<file path="config.mk">
export PLATFORM = sky130hd
export DESIGN_NAME = quadrature_decoder
export DESIGN_NICKNAME = d
export VERILOG_FILES = /design/src/rtl/quad_pkg.sv /design/src/rtl/quad_input_filter.sv /design/src/rtl/quadrature_decoder.sv
export SDC_FILE = /design/constraint.sdc
export NUM_CORES = 1
export LEC_CHECK = 0
export ABC_AREA = 1
export BUFFER_PORTS_ARGS = -buffer_cell sky130_fd_sc_hd__buf_2
export CAP_MARGIN = 30
export CORE_MARGIN = 2
export CORE_UTILIZATION = 50
export DETAILED_ROUTE_END_ITERATION = 7
export PLACE_DENSITY = 0.74
export SLEW_MARGIN = 20
export SYNTH_ARGS = -nofsm -noshare
export SYNTH_HDL_FRONTEND = slang
export SYNTH_SLANG_ARGS = --single-unit
</file>
<file path="constraint.sdc">
create_clock -name Clk -period 1.7 [get_ports Clk]
set_clock_uncertainty 0.15 [all_clocks]
set_input_delay 0.085 -clock Clk [delete_from_list [all_inputs] [get_ports Clk]]
set_output_delay 0.085 -clock Clk [all_outputs]
set_load 0.05 [all_outputs]
</file>
<file path="src/rtl/quad_pkg.sv">
// Shared encodings for the quadrature decoder: FSM states, Gray codes of the
// {A,B} pair, direction levels and the legal "up" successor function.
package quad_pkg;

   typedef enum logic {
      ST_INIT  = 1'b0,
      ST_TRACK = 1'b1
   } state_t;

   localparam logic [1:0] Q00 = 2'b00;
   localparam logic [1:0] Q01 = 2'b01;
   localparam logic [1:0] Q11 = 2'b11;
   localparam logic [1:0] Q10 = 2'b10;

   localparam logic DIR_UP   = 1'b1;
   localparam logic DIR_DOWN = 1'b0;

   // Up rotation is 00 -> 01 -> 11 -> 10 -> 00.
   function automatic logic [1:0] next_up(input logic [1:0] s);
      logic [1:0] n;
      case (s)
         Q00:     n = Q01;
         Q01:     n = Q11;
         Q11:     n = Q10;
         default: n = Q00;
      endcase
      return n;
   endfunction

endpackage

</file>
<file path="src/rtl/quad_input_filter.sv">
// One quadrature channel: multi-flop synchroniser followed by a persistence
// filter that accepts a new level only after FILTER_LEN consecutive samples.
module quad_input_filter #(
   parameter int SYNC_STAGES = 2,
   parameter int FILTER_LEN  = 4
) (
   input  logic Clk,
   input  logic reset,
   input  logic i_load,
   input  logic i_raw,
   output logic o_filt
);

   localparam int CNT_W = $clog2(FILTER_LEN) + 1;
   localparam logic [CNT_W-1:0] CNT_LAST = CNT_W'(FILTER_LEN - 1);
   localparam logic [CNT_W-1:0] CNT_ONE  = CNT_W'(1);

   logic [SYNC_STAGES-1:0] r_sync;
   logic [CNT_W-1:0]       r_cnt;
   logic                   r_filt;
   logic                   w_synced;

   assign w_synced = r_sync[SYNC_STAGES-1];
   assign o_filt   = r_filt;

   // NOTE: non-blocking assignments make every stage of the chain sample the
   // previous stage's old value, so the shift takes one flop per edge.
   always_ff @(posedge Clk or posedge reset) begin
      if (reset) begin
         r_sync <= '0;
         r_cnt  <= '0;
         r_filt <= 1'b0;
      end else begin
         r_sync <= {r_sync[SYNC_STAGES-2:0], i_raw};
         if (i_load) begin
            r_filt <= w_synced;
            r_cnt  <= '0;
         end else if (w_synced != r_filt) begin
            if (r_cnt == CNT_LAST) begin
               r_filt <= w_synced;
               r_cnt  <= '0;
            end else begin
               r_cnt <= r_cnt + CNT_ONE;
            end
         end else begin
            r_cnt <= '0;
         end
      end
   end

endmodule

</file>
<file path="src/rtl/quadrature_decoder.sv">
// Quadrature decoder: filtered A/B channels feed a settle/track FSM that emits
// a one-cycle Step with a held direction level, or an Error on a double change.
module quadrature_decoder
   import quad_pkg::*;
#(
   parameter int SYNC_STAGES = 2,
   parameter int FILTER_LEN  = 4
) (
   input  logic Clk,
   input  logic reset,
   input  logic A_raw,
   input  logic B_raw,
   output logic Step,
   output logic UpOrDown,
   output logic Error
);

   localparam int SETTLE = SYNC_STAGES + FILTER_LEN;
   localparam int SET_W  = $clog2(SETTLE) + 1;
   localparam logic [SET_W-1:0] SETTLE_LAST = SET_W'(SETTLE - 1);
   localparam logic [SET_W-1:0] SETTLE_ONE  = SET_W'(1);

   state_t           r_state;
   logic [SET_W-1:0] r_settle;
   logic [1:0]       r_prev;
   logic             r_step;
   logic             r_err;
   logic             r_dir;

   logic       w_load;
   logic       w_filt_a;
   logic       w_filt_b;
   logic [1:0] w_cur;

   assign w_load = (r_state == ST_INIT);
   assign w_cur  = {w_filt_a, w_filt_b};

   quad_input_filter #(
      .SYNC_STAGES (SYNC_STAGES),
      .FILTER_LEN  (FILTER_LEN)
   ) u_filt_a (
      .Clk    (Clk),
      .reset  (reset),
      .i_load (w_load),
      .i_raw  (A_raw),
      .o_filt (w_filt_a)
   );

   quad_input_filter #(
      .SYNC_STAGES (SYNC_STAGES),
      .FILTER_LEN  (FILTER_LEN)
   ) u_filt_b (
      .Clk    (Clk),
      .reset  (reset),
      .i_load (w_load),
      .i_raw  (B_raw),
      .o_filt (w_filt_b)
   );

   // During settle the filters track their inputs directly, so prev already
   // holds the static input level when decoding starts.
   always_ff @(posedge Clk or posedge reset) begin
      if (reset) begin
         r_state  <= ST_INIT;
         r_settle <= '0;
         r_prev   <= Q00;
         r_step   <= 1'b0;
         r_err    <= 1'b0;
         r_dir    <= DIR_UP;
      end else begin
         r_prev <= w_cur;
         r_step <= 1'b0;
         r_err  <= 1'b0;
         case (r_state)
            ST_INIT: begin
               if (r_settle == SETTLE_LAST) begin
                  r_state <= ST_TRACK;
               end else begin
                  r_settle <= r_settle + SETTLE_ONE;
               end
            end
            ST_TRACK: begin
               if (w_cur != r_prev) begin
                  if (w_cur == next_up(r_prev)) begin
                     r_step <= 1'b1;
                     r_dir  <= DIR_UP;
                  end else if (r_prev == next_up(w_cur)) begin
                     r_step <= 1'b1;
                     r_dir  <= DIR_DOWN;
                  end else begin
                     r_err <= 1'b1;
                  end
               end
            end
            default: r_state <= ST_INIT;
         endcase
      end
   end

   assign Step     = r_step;
   assign Error    = r_err;
   assign UpOrDown = r_dir;

endmodule

</file>
==> flow_summary.toml, run 1 <==
[status]
status = "completed"

[die]
ioPinCount = 7
dieArea_mm2 = 0.00217
die_w_um = 46.5
dieHeight_um = 46.5
start_util_pct = 53.0
core_area_mm2 = 0.00171
placement_rows = 15

[critical_path]
critPathKind = "reg -> reg"
critPathCapture = "r_settle[3]$_DFFE_PP0P_"
critical_path.startpoint = "r_settle[0]$_DFFE_PP0P_"
crit_arrival_ns = 1.44
reg2reg_to = "r_settle[3]$_DFFE_PP0P_"
end_kind = "flop"
r2r-start = "r_settle[0]$_DFFE_PP0P_"
r2r_slack_ns = 0.34
cp_max_fo = 5
r2r_cells = 5
cp_data_required_time_ns = 1.78
cp-start-kind = "flop"

[cells_and_area]
num_antenna_cells = 0
seqCellArea_um2 = 552
area_delta_synth_final_pct = 14.9
fin_area_mm2 = 0.00104
fin_nets = 113
drive_above_1_share_pct = 14.4
stdcell_count = 129
multiInputGateArea_um2 = 304
layout_commonest_cell = "nand2_1"
n_fill_cell = 152
layout_common_cells = "25 x nand2_1, 21 x dfrtp_1, 9 x inv_1, 6 x buf_2, 5 x nor2_1"

[timing]
hold_viol_final = 0
setup-violations-final = 0
tns_ns = 0
fin_crit_sh_pct = 79.9
rsz0062_at_grt = "no"
worstMarginPinSlew_ns = 0.275
max_freq_mhz = 736
slew_violations = 0
slew_headroom_pct = 81.5
fin_hold_ws_ns = 0.193
period_minus_slack_ns = 1.36

[route]
first_iter_violations = 4
vias = 592
first_pass_iters = 2
ant_nets = 0
finalWirelength_um = 1270
wl_per_cell_um = 9.81
vias_per_cell = 4.59
route.detailed.drc = 0

[global_routing]
grt_overflow = 0
grt_pass1_vias = 577
grt_antenna_before_repair = 0
grt_max_degree = 23
track_usage_pct = 15.9
grt_pass1_wl_um = 2390

[cts]
clk_latency_ns = 0.30
cts_tree = "yes"
postCtsSetupRepairBufs = 0
cts_buffer_depth = 2
cts_resized = 0
cts_buffers = 3
clock-root-buffer = "clkbuf_4"
clk_pin_slew_worst_paths_ns = 0.12
cts_hold_buf = 3
htree_levels = 1
cts.sinks = 22

[synthesis]
synth_cell_types = 18
synthCells = 90
ys_warn_count = 0
yosysSeqAreaShare_pct = 61.0
synth_seq_cells = 22
syn_nets = 98
syn_area_um2 = 905
synth.avg_cell_area_um2 = 10.1

[placement]
placed_area_um2 = 973
gp_routability_congestion = 0.753
place_hpwl_um = 934
portBuffers = 6
dpl.cell_count = 122

[hold_path]
min_path_type = "in -> async"

[pwr]
p_leak_nw = 0.535
vdd_ir_drop_max_mv = 0.819
powerDensity_mw_per_mm2 = 1570
total_power_mw = 1.63

[job]
maxCapViolCount = 0
==> report_power, final <==
| group | internal [mW] | switching [mW] |
|---|---|---|
| Clock | 0.131 | 0.150 |
| Sequential | 0.662 | 0.102 |
| Combinational | 0.205 | 0.379 |
==> how the worst min path moves through the flow <==
| stage | to | slack [ns] |
|---|---|---|
| 2_1_floorplan | Error$_DFF_PP0_ | -0.08 |
| 3_3_place_gp | u_filt_b.r_cnt[1]$_DFF_PP0_ | -0.02 |
| 3_5_place_dp | u_filt_b.r_sync[0]$_DFF_PP0_ | -0.02 |
| 4_1_cts | r_settle[1]$_DFFE_PP0P_ | 0.19 |
| 5_1_grt | r_prev[1]$_DFF_PP0_ | 0.23 |
| 6_report | u_filt_b.r_cnt[2]$_DFF_PP0_ | 0.19 |
==> metrics by stage <==
stage | util [%] | setup slack [ns]
after global placement | 57.0 | 0.436
after CTS | 60.9 | 0.333
final | 60.9 | 0.342
after floorplan | - | 0.450
after detailed placement | 57.0 | 0.357
after global routing | 60.9 | 0.172
==> logic make-up after synthesis <==
group / after synthesis / share of synthesized area (%)
AND/OR/NAND/NOR: 40 / 19.1
flip-flops: 22 / 61.0
buffers and inverters: 13 / 5.39
XOR/XNOR: 7 / 6.78
AO/OA/AOI/OAI: 4 / 2.21
adder cells (fa/ha/maj): 4 / 5.53
==> Yosys cell counts, drive strengths merged <==
| cell | instances | area (um^2) |
|---|---|---|
| nand2 | 26 | 100 |
| nor4 | 1 | 6.26 |
| dfrtp | 21 | 526 |
| inv | 10 | 37.5 |
| clkinv | 3 | 11.3 |
| nand3 | 4 | 20.0 |
| nor3 | 2 | 15.0 |
| ha | 4 | 50.1 |
| nor2 | 5 | 18.8 |
| or2 | 2 | 12.5 |
| xnor2 | 4 | 35.0 |
| dfstp | 1 | 26.3 |
| o21ai | 4 | 20.0 |
| xor2 | 3 | 26.3 |
==> registers in the layout, indices dropped and copies added (netlist names) <==
register	flops
r_settle	4
u_filt_a.r_cnt	3
u_filt_b.r_cnt	3
r_prev	2
u_filt_a.r_sync	2
u_filt_b.r_sync	2
Error	1
Step	1
UpOrDown	1
r_state	1
u_filt_a.o_filt	1
u_filt_b.o_filt	1
==> worst max-delay path, stage by stage, from the launching register on <==
cell	delay, ns
dfrtp_1	0.44
ha_1	0.21
nand3_1	0.11
nand2_2	0.09
nor2_1	0.13
xor2_1	0.15
==> cell type report <==
class                   count  share of cell area [%]
repair buffers             10                    6.50
well taps                  25                    3.01
flip-flops and latches     22                    53.1
inverters                  13                    4.69
multi-input cells          55                    29.2
clock buffers               4                    3.49
==> per-layer routing <==
| metal | part of all wire [%] | global-route usage (%) |
|---|---|---|
| met5 | 0 | 0 |
| met4 | 0.95 | 8.57 |
| met3 | 2.2 | 2.35 |
| met2 | 48 | 26.4 |
| met1 | 49 | 19.8 |
(Power assumes the default switching activity.)
==> inputs of run 2 (changes only) <==
==> constraint.sdc (replaced) <==
create_clock -name Clk -period 1.4 [get_ports Clk]
set_clock_uncertainty 0.15 [all_clocks]
set_input_delay 0.07 -clock Clk [delete_from_list [all_inputs] [get_ports Clk]]
set_output_delay 0.07 -clock Clk [all_outputs]
set_load 0.05 [all_outputs]
==> run 2 against run 1 <==
Critical path type is now reg -> out. Cell count increased by 1.6%. Wire length increased by 3.2%. Register-to-register slack got worse by 0.23 ns. Global-route usage about the same. Largest cell class unchanged. Worst setup slack got worse by 0.26 ns. Core utilization increased by 4.0 points.
==> flow_summary.toml, run 2 (synthesis gave the netlist of run 1 again) <==
[critical_path]
critPathBufInv = 1
path_cells = "buf_2"
cp_max_fo = 2
r2r_slack_ns = 0.11
max_stage_delay_ns = 0.55
cp-start-kind = "flop"
critPathKind = "reg -> out"
cpMaxStageDelayCell = "dfstp_2"
reg2reg_to = "u_filt_a.r_cnt[2]$_DFF_PP0_"
crit_arrival_ns = 1.10
cp_data_required_time_ns = 1.18
r2r-start = "r_state$_DFF_PP0_"
end_kind = "output port"
r2r_cells = 3
crit_family = "flip-flops"

[timing]
setup-violations-final = 0
slew_headroom_pct = 81.2
max_freq_mhz = 756
rsz0062_at_grt = "no"
fin_crit_sh_pct = 94.5
postLayoutSetupSlackWorst_ns = 0.0766
slew_violations = 0
hold_viol_final = 0
tns_ns = 0
worstMarginPinSlew_ns = 0.281
period_minus_slack_ns = 1.32

[cells_and_area]
num_antenna_cells = 0
largest_reg_flops = 4
top_regs = "r_settle (4), u_filt_a.r_cnt (3), u_filt_b.r_cnt (3)"
fin_nets = 115
top_register = "r_settle"
layout_commonest_cell = "nand2_1"
drive_above_1_share_pct = 18.9
layout_common_cells = "25 x nand2_1, 21 x dfrtp_1, 9 x inv_1, 6 x buf_2"
area_delta_synth_final_pct = 22.5

[route]
ant_nets = 0
finalWirelength_um = 1310
first_pass_iters = 3
vias = 596
route.detailed.drc = 0
vias_per_cell = 4.55
first_iter_violations = 4
wl_per_cell_um = 9.97

[placement]
gp_routability_congestion = 0.754
place_hpwl_um = 928
place_ws_ns = 0.0571
portBuffers = 6

[die]
die_w_um = 46.5
dieHeight_um = 46.5
ioPinCount = 7
placement_rows = 15
dieArea_mm2 = 0.00217
start_util_pct = 53.0
core_area_mm2 = 0.00171

[cts]
cts.sinks = 22
cts_buffers = 3
cts_tree = "yes"
htree_levels = 1
clk_pin_slew_worst_paths_ns = 0.12
clock-root-buffer = "clkbuf_4"
cts_buffer_depth = 2
clk_latency_ns = 0.30

[global_routing]
track_usage_pct = 15.9
grt_pass1_wl_um = 2370
grt_overflow = 0
grt_max_degree = 23
grt_pass1_vias = 572
grt_antenna_before_repair = 0

[pwr]
p_leak_nw = 0.576
powerDensity_mw_per_mm2 = 1930
vdd_ir_drop_max_mv = 1.30

[hold_path]
min_path_type = "in -> async"

[status]
status = "completed"

[job]
maxCapViolCount = 0
-- run 2: cell count changes in the layout (fill, tap and decap cells not counted) --
| cell | change |
|---|---|
| nand3_1 | -1 |
| ha_1 | -1 |
| buf_4 | +2 |
| bufinv_16 | +1 |
| nand3_4 | +1 |
| nor2_1 | -1 |
| ha_4 | +1 |
| nor2_4 | +1 |
| nand2_4 | +1 |
| clkbuf_8 | -1 |
| nand2_2 | -1 |
-- run 2: layout make-up --
class                   instances  area, um^2
clock buffers                   3        22.5
clock inverters                 1        30.0
fillers                       132         599
inverters                      13        48.8
multi-input cells              55         342
flip-flops and latches         22         552
well taps                      25        31.3
repair buffers                 12        82.6
-- run 2: tightest hold or removal path: stages --
cell           delay, ns
dlygate4sd3_1       0.53
buf_2               0.12
inv_1               0.04
buf_4               0.27
-- run 2: stage by stage --
stage / instances / power (mW) / hold WS (ns) / utilization (%) / area [um^2]
3_5_place_dp: 122 / 1.65 / -0.0324 / 57.0 / 973
2_1_floorplan: 90 / 1.51 / -0.0915 / - / 905
4_1_cts: 129 / 2.14 / 0.170 / 61.8 / 1060
6_report: 131 / 2.13 / 0.173 / 64.9 / 1110
3_3_place_gp: 122 / 1.62 / -0.0393 / 57.0 / 973
5_1_grt: 131 / 2.31 / 0.195 / 64.9 / 1110
-- run 2: worst max path at each step --
stage | from | end | slack (ns) | depth (start not counted)
finish | UpOrDown$_DFFE_PP1P_ | UpOrDown | 0.08 | 1
global route | u_filt_b.r_cnt[0]$_DFF_PP0_ | u_filt_b.r_cnt[0]$_DFF_PP0_ | 0.003 | 5
CTS | r_settle[1]$_DFFE_PP0P_ | r_settle[3]$_DFFE_PP0P_ | 0.03 | 6
detailed placement | r_settle[1]$_DFFE_PP0P_ | r_settle[3]$_DFFE_PP0P_ | 0.06 | 6
global placement | r_settle[0]$_DFFE_PP0P_ | r_settle[3]$_DFFE_PP0P_ | 0.14 | 5
floorplan | r_settle[0]$_DFFE_PP0P_ | r_settle[3]$_DFFE_PP0P_ | 0.15 | 5
-- run 2: routing by layer --
layer | part of all wire (%) | vias up | global-route usage (%)
li1 | - | 309 | -
met1 | 51 | 279 | 19.8
met2 | 46 | 6 | 25.6
met3 | 2.1 | 2 | 3.53
met4 | 0.92 | 0 | 8.57
met5 | 0 | - | 0
-- run 2: repair_timing --
action	CTS	global route
setup endpoints to repair	0	3
hold buffers	3	0
hold endpoints to repair	24	0
resized for setup	0	7
buffers inserted	0	2
-- run 2: power breakdown --
| part | total, mW | internal [mW] | switching [mW] |
|---|---|---|---|
| clock network | 0.482 | 0.289 | 0.193 |
| logic | 0.727 | 0.265 | 0.462 |
| registers | 0.926 | 0.803 | 0.123 |
